`config.mk`:
```
export PLATFORM = sky130hd
export DESIGN_NAME = multi_button_conditioner
export DESIGN_NICKNAME = d
export VERILOG_FILES = /design/src/rtl/multi_button_conditioner.sv
export SDC_FILE = /design/constraint.sdc
export NUM_CORES = 1
export LEC_CHECK = 0
export BUFFER_PORTS_ARGS = -buffer_cell sky130_fd_sc_hd__buf_2
export CAP_MARGIN = 25
export CORE_MARGIN = 2
export CORE_UTILIZATION = 25
export CTS_CLUSTER_SIZE = 40
export DETAILED_ROUTE_END_ITERATION = 16
export SYNTH_ARGS = -nofsm -noshare
export SYNTH_HDL_FRONTEND = slang
export SYNTH_SLANG_ARGS = --single-unit
```
`constraint.sdc`:
```
create_clock -name clock -period 5.2 [get_ports clock]
set_clock_uncertainty 0.2 [all_clocks]
set_input_delay 0.26 -clock clock [delete_from_list [all_inputs] [get_ports clock]]
set_output_delay 0.26 -clock clock [all_outputs]
set_load 0.05 [all_outputs]
```
`src/rtl/multi_button_conditioner.sv`:
```
// Multi-channel button conditioner: synchronizer, debounce, edge pulses and auto-repeat.
// repeat/event are SystemVerilog keywords, so those ports are named repeat_pulse/event_pulse.
module multi_button_conditioner #(
    parameter int CHANNELS        = 4,
    parameter int SYNC_STAGES     = 2,
    parameter int DEBOUNCE_CYCLES = 16,
    parameter int HOLD_CYCLES     = 0,
    parameter int REPEAT_CYCLES   = 8
) (
    input  logic                  clock,
    input  logic                  rstsync,
    input  logic [CHANNELS-1:0]   button,
    input  logic [2*CHANNELS-1:0] edge_sel,
    output logic [CHANNELS-1:0]   level,
    output logic [CHANNELS-1:0]   rise,
    output logic [CHANNELS-1:0]   fall,
    output logic [CHANNELS-1:0]   repeat_pulse,
    output logic [CHANNELS-1:0]   event_pulse,
    output logic                  any_event
);

    localparam int DB_W    = $clog2(DEBOUNCE_CYCLES + 1);
    localparam int RPT_MAX = (HOLD_CYCLES > REPEAT_CYCLES) ? HOLD_CYCLES : REPEAT_CYCLES;
    localparam int RC_W    = $clog2(RPT_MAX + 1);

    localparam logic [DB_W-1:0] DB_LAST     = DB_W'(DEBOUNCE_CYCLES - 1);
    localparam logic [RC_W-1:0] HOLD_LOAD   = RC_W'((HOLD_CYCLES > 0) ? HOLD_CYCLES - 1 : 0);
    localparam logic [RC_W-1:0] REPEAT_LOAD = RC_W'(REPEAT_CYCLES - 1);
    localparam bit              REPEAT_EN   = (HOLD_CYCLES > 0);

    typedef enum logic [1:0] {IDLE, HOLD, REPEAT} rpt_state_t;

    for (genvar i = 0; i < CHANNELS; i++) begin : g_ch
        logic [SYNC_STAGES-1:0] sync_chain;
        logic                   sync;
        logic                   level_q;
        logic                   level_d;
        logic                   level_next;
        logic                   toggle;
        logic                   press;
        logic [DB_W-1:0]        db_cnt;
        rpt_state_t             state;
        rpt_state_t             state_next;
        logic [RC_W-1:0]        rpt_cnt;
        logic [RC_W-1:0]        rpt_cnt_next;
        logic                   rpt_q;
        logic                   rpt_next;
        logic                   rise_c;
        logic                   fall_c;
        logic                   edge_evt;

        assign sync       = sync_chain[SYNC_STAGES-1];
        assign toggle     = (sync != level_q) && (db_cnt == DB_LAST);
        assign level_next = level_q ^ toggle;
        // The repeat timer starts on the edge that accepts the press, not a cycle later.
        assign press      = toggle && sync;

        always_ff @(posedge clock or negedge rstsync) begin
            if (!rstsync) begin
                sync_chain <= '0;
                level_q    <= 1'b0;
                level_d    <= 1'b0;
                db_cnt     <= '0;
            end else begin
                // NOTE: non-blocking assignments keep every flop sampling pre-edge values,
                // so the chain shifts one stage per clock regardless of statement order.
                sync_chain <= {sync_chain[SYNC_STAGES-2:0], button[i]};
                level_q    <= level_next;
                level_d    <= level_q;
                if (sync == level_q || toggle) db_cnt <= '0;
                else                           db_cnt <= db_cnt + DB_W'(1);
            end
        end

        always_ff @(posedge clock or negedge rstsync) begin
            if (!rstsync) begin
                state   <= IDLE;
                rpt_cnt <= '0;
                rpt_q   <= 1'b0;
            end else begin
                state   <= state_next;
                rpt_cnt <= rpt_cnt_next;
                rpt_q   <= rpt_next;
            end
        end

        always_comb begin
            // NOTE: every output of this block gets a default first, so no path can
            // leave one unassigned and infer a latch.
            state_next   = state;
            rpt_cnt_next = rpt_cnt;
            rpt_next     = 1'b0;
            case (state)
                IDLE: begin
                    if (REPEAT_EN && press) begin
                        state_next   = HOLD;
                        rpt_cnt_next = HOLD_LOAD;
                    end
                end
                HOLD, REPEAT: begin
                    // Looking at level_next drops the repeat in the same edge that raises fall.
                    if (!level_next) begin
                        state_next   = IDLE;
                        rpt_cnt_next = '0;
                    end else if (rpt_cnt == '0) begin
                        state_next   = REPEAT;
                        rpt_cnt_next = REPEAT_LOAD;
                        rpt_next     = 1'b1;
                    end else begin
                        rpt_cnt_next = rpt_cnt - RC_W'(1);
                    end
                end
                default: state_next = IDLE;
            endcase
        end

        assign rise_c = level_q & ~level_d;
        assign fall_c = ~level_q & level_d;

        always_comb begin
            edge_evt = 1'b0;
            case (edge_sel[2*i +: 2])
                2'b00:   edge_evt = rise_c;
                2'b01:   edge_evt = fall_c;
                2'b10:   edge_evt = rise_c | fall_c;
                default: edge_evt = 1'b0;
            endcase
        end

        assign level[i]        = level_q;
        assign rise[i]         = rise_c;
        assign fall[i]         = fall_c;
        assign repeat_pulse[i] = rpt_q;
        assign event_pulse[i]  = edge_evt | rpt_q;
    end

    assign any_event = |event_pulse;

endmodule

```
==> metrics.txt <==
Syn Std Cell Area 0.00272 sq mm; crit path kind reg -> out; total CTS buffers 9; drc violations 0; root cell of the clock tree clkbuf_8; share of the synthesized area in the top cell type 55.3%; worst-path cell chain inv_1, ha_1, nor2b_1, a21oi_1, o21ai_0, or4_1, buf_2; Clock Latency Late Sink 0.33 ns; Max Fclk 383 MHz; gr usage total 9.12%; post-route ant nets 0; first-pass GRT wire length 8.14 mm; CP max-delay cell or4_1; Critical Path Fanout Max 6; Clock Sinks 60; Die Footprint 0.0117 sq mm; Post-Syn Instances 263; delay-heaviest family, CP simple AND/OR/NAND/NOR gates; WP data arrival 2.15 ns; PnR worst setup slack 2.59 ns; cell taking the most area after synthesis dfrtp_1; Slew @ Worst Pin 0.756 ns; Iter 0 DRT Violations 78; Netlist cell types 24; Commonest cells post-synth 60 x dfrtp_1, 35 x inv_1, 29 x nor2_1; initial core utilization 25.4%; Die Y 108 microns; max cap viols 0; number of hold violations in the final report 0; post-detail-place hpwl 3.51 mm; Hold Path Origin g_ch[2].sync_chain[0]; CP endpoint kind output pin; Critical Path Start Type flip-flop; register area share after synthesis 55.3%; gpl congestion 0.736; Hold Path Class reg -> reg; Worst Setup SP g_ch[0].level_q; Post-Place Cell Area 0.00295 sq mm; final setup violation count 0; Final Critical Period 2.61 ns; Design Area, Final 0.00316 sq mm; count leader, synth dfrtp_1; crit share post-route 50.2%; I/O pin count 35; synthesis-stage register bit count 60; R2R setup slack 3.04 ns; Critical Path RT 4.74 ns; Net Count, Synth 297; Leak Pwr 0.00161 uW; post-CTS repair timing setup buffer count 0; # nets final 332; Placement Setup Slack 2.94 ns; drt pass-1 iters 4; CTS tree yes; drt wl/cell 10.7 microns; # H-tree levels 3; total wire length 4.74 mm; Clock Tree Buf Depth 2; number of synthesized flops with an enable pin 0; Max stage delay on crit path 0.50 ns; Horiz. Die Dim 108 microns; pin count of the biggest net entering global routing 61; status finished clean; Synth-to-Final Area Change 16.3%; remaining global-route overflow 0; Placeable Area 0.0107 sq mm; largest cells by area after synthesis dfrtp_1 55%, ha_1 9.2%, inv_1 4.8%; layout cell share with drive strength beyond 1 15.9%; Worst Path Buf+Inv 2; dpl cells 422; row cnt 38; RSZ-0062 raised after global routing no; Via density 4.11; Final Max Slew Viols 0; Syn Area/Cell 10.3 sq um; Max-Slew Margin vs Limit 49.6%; Filler Cell Count 1106; VDD IR max 101 uV; routed via count 1815; vias in the first global route 1779; Setup TNS 0 ns; share of flip-flops with an asynchronous set or reset 100%; fin cells 442; Post-synth top flop dfrtp_1; Worst R2R Start g_ch[1].db_cnt[0]; initial antenna violation count 1; Port Buf Inserts 34; clk slew on worst S/H paths 0.06 ns; Ys Warns 0; pwr dens 274 mW/mm^2
[state kept, by name, indices dropped and copies added, names as in the netlist]
| register | cells |
|---|---|
| g_ch.sync_chain | 8 |
| g_ch.level_d | 4 |
| g_ch.level_q | 4 |
| g_ch.state | 4 |
| g_ch.rpt_cnt | 16 |
| g_ch.rpt_q | 4 |
| g_ch.db_cnt | 20 |
[cells in the final DEF, fill, tap and decap left out, drive strengths merged]
cell type	synthesis	routed
nand3	4	4
nand3b	1	1
o21ai	28	28
nor3b	1	1
a32o	1	1
nor2b	3	3
dfrtp	60	60
or4	1	1
o2bb2ai	3	3
mux2i	4	4
clkinv	0	3
clkbuf	0	11
diode	0	1
inv	35	35
nand2b	7	7
a31oi	4	4
nor2	29	29
nor3	7	7
xnor2	4	4
xor2	8	8
ha	20	20
a21oi	3	3
dlygate4sd3	0	5
and3	4	4
buf	16	35
and2	1	1
nand2	19	19
[path summary, 6_finish.rpt]
kind                                          to  cells past startpoint
setup / recovery                       any_event                      7
min in group asynchronous     g_ch[2].rpt_cnt[3]                      3
hold reg to reg            g_ch[2].sync_chain[1]                      0
hold / removal             g_ch[2].sync_chain[1]                      0
max in group asynchronous      g_ch[0].db_cnt[1]                      3
setup reg to reg              g_ch[1].rpt_cnt[3]                      7
[where the power goes]
| part | leakage (uW) | switching [uW] | total, uW | internal (uW) |
|---|---|---|---|---|
| clock | 0.0000848 | 164 | 341 | 178 |
| combinational | 0.000717 | 24.2 | 40.1 | 15.8 |
| sequential | 0.000810 | 6.81 | 485 | 478 |
| total | 0.00161 | 195 | 866 | 671 |
[stage by stage]
step	util, %	power [uW]	hold WS, ns
after floorplan	-	511	-0.236
after global placement	27.6	530	0.136
after detailed placement	27.6	532	0.136
after CTS	29.5	882	0.150
after global routing	29.5	913	0.156
final	29.5	866	0.146
[routing by layer]
| metal | vias up | wire, microns | track usage [%] |
|---|---|---|---|
| met5 | - | 0 | 0 |
| met4 | 0 | 58 | 3.30 |
| met3 | 8 | 324 | 4.22 |
| met2 | 36 | 2150 | 14.0 |
| met1 | 863 | 2210 | 11.3 |
| li1 | 908 | - | - |
[cell type report]
type,count,area [sq um],area share [%]
antenna,1,2.50,0.0792
clock buffer,11,141,4.48
clock inverter,3,15.0,0.475
inverter,35,131,4.16
multi-input combinational,152,963,30.5
sequential,60,1500,47.5
tap,140,175,5.55
timing repair buffer,40,228,7.21
[what timing repair did]
action	CTS	global route
hold buffers	5	0
gates resized for setup	0	0
endpoints found under the hold margin	64	0
[kinds of logic after synthesis]
group / count (synthesis) / share of synthesized area (%)
simple gates: 77 / 12.9
xor+xnor: 12 / 3.87
buf+inv: 51 / 9.26
mux: 4 / 1.47
compound gates: 39 / 7.97
flops: 60 / 55.3
fa+ha+maj: 20 / 9.21
Power figures use the tool's default switching activity.
